File: config.mk
export PLATFORM = sky130hd
export DESIGN_NAME = psa_16bit_sub_seq
export DESIGN_NICKNAME = d
export VERILOG_FILES = /design/src/rtl/psa_pkg.sv /design/src/rtl/sat_sub_4bit.sv /design/src/rtl/psa_16bit_sub_seq.sv
export SDC_FILE = /design/constraint.sdc
export NUM_CORES = 1
export LEC_CHECK = 0
export ABC_AREA = 0
export CAP_MARGIN = 30
export CORE_MARGIN = 2
export CORE_UTILIZATION = 56
export DETAILED_ROUTE_END_ITERATION = 7
export DONT_BUFFER_PORTS = 1
export PLACE_DENSITY = 0.74
export RECOVER_POWER = 50
export SLEW_MARGIN = 20
export SYNTH_ARGS = -nofsm -noshare
export SYNTH_HDL_FRONTEND = slang
export SYNTH_SLANG_ARGS = --single-unit
export TNS_END_PERCENT = 100
File: constraint.sdc
create_clock -name clk -period 3.05 [get_ports clk]
set_clock_uncertainty 0.2 [all_clocks]
set_input_delay 0.61 -clock clk [delete_from_list [all_inputs] [get_ports clk]]
set_output_delay 0.61 -clock clk [all_outputs]
set_load 0.05 [all_outputs]
File: src/rtl/psa_pkg.sv
// Shared types and constants for the sequential packed 4x4-bit saturating subtractor.
// Optional feature macro used by the top: PSA_SUB_NIB_FLAGS_EN (per-nibble overflow flags).
package psa_pkg;

    typedef enum logic [1:0] {
        IDLE = 2'd0,
        CALC = 2'd1,
        DONE = 2'd2
    } psa_state_e;

    localparam int NIB_W   = 4;
    localparam int NUM_NIB = 4;
    localparam int CNT_W   = 2;

    localparam logic [NIB_W-1:0] SAT_POS  = 4'h7;
    localparam logic [NIB_W-1:0] SAT_NEG  = 4'h8;
    localparam logic [CNT_W-1:0] LAST_NIB = 2'd3;

endpackage

File: src/rtl/sat_sub_4bit.sv
// Combinational signed 4-bit subtractor with saturation; time-shared by psa_16bit_sub_seq.
module sat_sub_4bit
    import psa_pkg::*;
(
    input  logic [NIB_W-1:0] a,
    input  logic [NIB_W-1:0] b,
    output logic [NIB_W-1:0] diff,
    output logic             pos_ovfl,
    output logic             neg_ovfl
);

    logic [NIB_W-1:0] w_raw;

    assign w_raw    = a - b;
    // Overflow only possible when operand signs differ and the result sign follows b.
    assign pos_ovfl = ~a[NIB_W-1] &  b[NIB_W-1] &  w_raw[NIB_W-1];
    assign neg_ovfl =  a[NIB_W-1] & ~b[NIB_W-1] & ~w_raw[NIB_W-1];

    // Saturation select
    always_comb begin
        diff = w_raw;
        if (pos_ovfl) begin
            diff = SAT_POS;
        end else if (neg_ovfl) begin
            diff = SAT_NEG;
        end else begin
            diff = w_raw;
        end
    end

endmodule

File: src/rtl/psa_16bit_sub_seq.sv
// Sequential 16-bit packed saturating subtractor: one nibble per CALC cycle, LSN first.
// Define PSA_SUB_NIB_FLAGS_EN to add the per-nibble overflow output ovfl_nib.
module psa_16bit_sub_seq
    import psa_pkg::*;
(
    input  logic        clk,
    input  logic        rst_n,
    input  logic        in_valid,
    output logic        in_ready,
    input  logic [15:0] A,
    input  logic [15:0] B,
    output logic        out_valid,
    input  logic        out_ready,
    output logic [15:0] Diff,
    output logic        Error
`ifdef PSA_SUB_NIB_FLAGS_EN
    ,
    output logic [3:0]  ovfl_nib
`endif
);

    psa_state_e       r_state;
    psa_state_e       w_state_nxt;
    logic [15:0]      r_a;
    logic [15:0]      r_b;
    logic [15:0]      r_diff;
    logic             r_error;
    logic [CNT_W-1:0] r_cnt;
    logic             r_in_ready;
    logic             r_out_valid;
    logic             w_accept;
    logic [NIB_W-1:0] w_a_nib;
    logic [NIB_W-1:0] w_b_nib;
    logic [NIB_W-1:0] w_nib_diff;
    logic             w_pos_ovfl;
    logic             w_neg_ovfl;

    assign w_accept = (r_state == IDLE) && in_valid && r_in_ready;
    assign w_a_nib  = r_a[{r_cnt, 2'b00} +: NIB_W];
    assign w_b_nib  = r_b[{r_cnt, 2'b00} +: NIB_W];

    sat_sub_4bit u_sat_sub (
        .a        (w_a_nib),
        .b        (w_b_nib),
        .diff     (w_nib_diff),
        .pos_ovfl (w_pos_ovfl),
        .neg_ovfl (w_neg_ovfl)
    );

    // State register
    always_ff @(posedge clk or negedge rst_n) begin
        if (!rst_n) begin
            r_state <= IDLE;
        end else begin
            r_state <= w_state_nxt;
        end
    end

    // Next-state logic
    always_comb begin
        w_state_nxt = r_state;
        case (r_state)
            IDLE: begin
                if (w_accept) begin
                    w_state_nxt = CALC;
                end else begin
                    w_state_nxt = IDLE;
                end
            end
            CALC: begin
                if (r_cnt == LAST_NIB) begin
                    w_state_nxt = DONE;
                end else begin
                    w_state_nxt = CALC;
                end
            end
            DONE: begin
                if (r_out_valid && out_ready) begin
                    w_state_nxt = IDLE;
                end else begin
                    w_state_nxt = DONE;
                end
            end
            default: w_state_nxt = IDLE;
        endcase
    end

    // Handshake outputs follow the state being entered so they are registered
    always_ff @(posedge clk or negedge rst_n) begin
        if (!rst_n) begin
            r_in_ready  <= 1'b1;
            r_out_valid <= 1'b0;
        end else begin
            r_in_ready  <= (w_state_nxt == IDLE);
            r_out_valid <= (w_state_nxt == DONE);
        end
    end

    // Operand capture and per-nibble result accumulation
    always_ff @(posedge clk or negedge rst_n) begin
        if (!rst_n) begin
            r_a     <= 16'h0000;
            r_b     <= 16'h0000;
            r_diff  <= 16'h0000;
            r_error <= 1'b0;
            r_cnt   <= 2'd0;
        end else begin
            case (r_state)
                IDLE: begin
                    if (w_accept) begin
                        r_a     <= A;
                        r_b     <= B;
                        r_error <= 1'b0;
                        r_cnt   <= 2'd0;
                    end
                end
                CALC: begin
                    r_diff[{r_cnt, 2'b00} +: NIB_W] <= w_nib_diff;
                    r_error <= r_error | w_pos_ovfl | w_neg_ovfl;
                    r_cnt   <= r_cnt + 2'd1;
                end
                DONE: begin
                    r_cnt <= r_cnt;
                end
                default: begin
                    r_cnt <= 2'd0;
                end
            endcase
        end
    end

`ifdef PSA_SUB_NIB_FLAGS_EN
    logic [NUM_NIB-1:0] r_ovfl_nib;

    // Per-nibble overflow flags
    always_ff @(posedge clk or negedge rst_n) begin
        if (!rst_n) begin
            r_ovfl_nib <= 4'h0;
        end else if (w_accept) begin
            r_ovfl_nib <= 4'h0;
        end else if (r_state == CALC) begin
            r_ovfl_nib[r_cnt] <= w_pos_ovfl | w_neg_ovfl;
        end else begin
            r_ovfl_nib <= r_ovfl_nib;
        end
    end

    assign ovfl_nib = r_ovfl_nib;
`endif

    assign in_ready  = r_in_ready;
    assign out_valid = r_out_valid;
    assign Diff      = r_diff;
    assign Error     = r_error;

endmodule

==> flow_metrics.py <==
metrics = {
    "yosys": {
        "ys_warn_count": 0,
        "syn-num-nets": 240,
        "ys_seq_elements": 55,
        "yosysUniqueCellTypes": 29,
        "synth_edf_count": 0,
        "async_flop_share_pct": 100,
        "synth_area_mm2": 0.00259,
        "yosysMostFrequentCell": "dfrtp_1",
        "ys_top_cells_by_area": "dfrtp_1, mux2_2, mux4_2",
        "yosysSeqAreaShare_pct": 53.1,
        "synth-main-ff-cell": "dfrtp_1",
        "ys_top_cells_by_count": "dfrtp_1, mux2_2, nand2_1",
        "synth_top_area_share_pct": 52.1,
        "postSynthAreaPerCell_um2": 13.5,
        "synth_top_area_cell": "dfrtp_1",
        "synth_cells": 192,
    },
    "die": {
        "die_w_um": 72.1,
        "fp.coreArea_mm2": 0.00441,
        "dieArea_mm2": 0.00519,
        "io_pins": 55,
        "initial_utilization_pct": 58.8,
        "rows": 24,
        "dieHeight_um": 72.1,
    },
    "finish": {
        "fin_nets": 248,
        "diodes": 0,
        "stdcell_count": 253,
        "area_delta_synth_final_pct": 7.57,
        "fin_area_mm2": 0.00279,
        "drive_gt1_share_pct": 31.3,
    },
    "route": {
        "detail_route.drc_violations": 0,
        "via_count": 1488,
        "ant_nets": 0,
        "drtPass1Iterations": 4,
        "wl_um": 4620,
        "via_per_inst": 5.88,
        "wire_per_inst_um": 18.3,
        "drt_iter0_drc": 66,
    },
    "clock_tree": {
        "ctsHoldBuffers": 2,
        "cts_tree": "built",
        "cts-resized-gates": 0,
        "cts_inserted_buffers": 5,
        "cts_setup_buffers": 0,
        "clockBufferDepth": 2,
        "clkTransAtPathRegs_ps": 90,
        "cts-root-buf": "clkbuf_8",
        "clkLatencyLatePin_ps": 300,
        "htreeDepth": 2,
        "cts_sinks": 55,
    },
    "setup_path": {
        "cp-end-kind": "flip-flop",
        "critical_path_class": "flip-flop to flip-flop",
        "r2r_slack_ps": 220,
        "crit_fanout": 4,
        "worst-r2r-cell-count": 7,
        "crit_required_ps": 3040,
        "cp_data_arrival_time_ps": 2820,
        "critPathLaunchType": "flip-flop",
        "r2r_end": "Diff[0]",
        "rr_startpoint": "r_cnt[0]",
    },
    "grt": {
        "grt_pass1_vias": 1657,
        "grt_pass1_wl_um": 7730,
        "grt_use_total_pct": 19.6,
        "antenna_found_initial": 0,
        "grt_max_degree": 56,
        "overflow": 0,
    },
    "sta": {
        "worst_slew_pin_slew_ps": 1320,
        "fmax_mhz": 353,
        "hold_violations": 0,
        "rsz0062_at_grt": "no",
        "timing.final.crit_share_pct": 92.9,
        "drv_slew": 0,
        "setup_viol": 0,
        "tns_ps": 0,
        "layout_min_cycle_time_ps": 2830,
        "maxSlewHeadroom_pct": 12.0,
    },
    "placed_design": {
        "port_buffers": 0,
        "gp_congestion": 0.810,
        "place_area_mm2": 0.00266,
        "dp_hpwl_um": 3470,
        "place_inst": 243,
    },
    "flow_run": {
        "drv_cap": 0,
    },
    "worst_hold_path": {
        "hold_path_depth": 1,
        "min-delay-path-class": "primary input to flip-flop",
        "hold_end": "r_a[13]",
        "min_from": "A[13]",
    },
    "run_status": {
        "status": "finished clean",
    },
}
## registers in the layout, indices dropped and copies added, names as in the netlist
name	count
r_state	2
Error	1
r_a	16
r_b	16
Diff	16
r_cnt	2
out_valid	1
in_ready	1
## cell type report
cell class              count  area [um2]
fillers                   343        1620
multi-input cells         120        1140
inverters                  11        41.3
clock inverters             2        35.0
repair buffers              7        48.8
clock buffers               6        82.6
well taps                  52        65.1
flip-flops and latches     55        1380
## placed cells by master, fill, tap and decap left out, types with 2 or more instances in the layout
master | netlist | layout
dfrtp_1 | 54 | 54
mux2_2 | 32 | 32
nand2_1 | 22 | 22
o21ai_1 | 16 | 16
inv_1 | 11 | 11
ha_1 | 11 | 11
mux4_2 | 8 | 8
clkbuf_8 | 0 | 6
nor2_1 | 5 | 5
buf_4 | 3 | 4
a22o_1 | 3 | 3
a2bb2oi_2 | 3 | 3
a21oi_1 | 2 | 2
nand2b_1 | 2 | 2
nand4b_1 | 2 | 2
mux2i_2 | 2 | 2
nand4_1 | 2 | 2
## metal layers
metal	vias up	share of wire [%]	GRT usage, %
met3	10	7.8	7.22
met4	0	2.0	7.55
met1	737	43	24.4
met2	54	47	31.5
met5	-	0	0
li1	687	-	-
## cells by family (layout without fill, tap and decap cells)
group	Yosys count	in the layout	synth area share [%]
fa+ha+maj	12	12	6.08
flops	55	55	53.1
compound gates	28	28	7.62
simple gates	36	36	6.95
xor+xnor	2	2	1.40
mux	42	42	21.9
buf+inv	17	26	2.94
## worst max-delay path, stage by stage (launching register included)
cell	delay [ps]
dfrtp_1	370
buf_4	160
mux4_2	510
ha_1	360
o2bb2ai_2	330
mux2i_2	410
a2bb2oi_2	280
o21ai_1	110
## metrics by stage
step	util (%)	setup WS, ps	hold slack [ps]
floorplan	-	154	114
global placement	60.3	291	116
detailed placement	60.3	228	116
CTS	63.8	197	240
global route	63.2	71.1	235
finish	63.2	217	249
## worst max path at each step
stage	start	to	slack, ps
global placement	r_cnt[0]	Diff[0]	290
global route	r_cnt[0]	Diff[0]	70
floorplan	r_cnt[0]	Diff[10]	150
finish	r_cnt[0]	Diff[0]	220
detailed placement	r_cnt[0]	Diff[0]	230
CTS	r_cnt[0]	Diff[0]	200
Power is left out: the tool's default activity adds up to more than one toggle a clock period on the data nets, which glitch-free logic cannot reach.
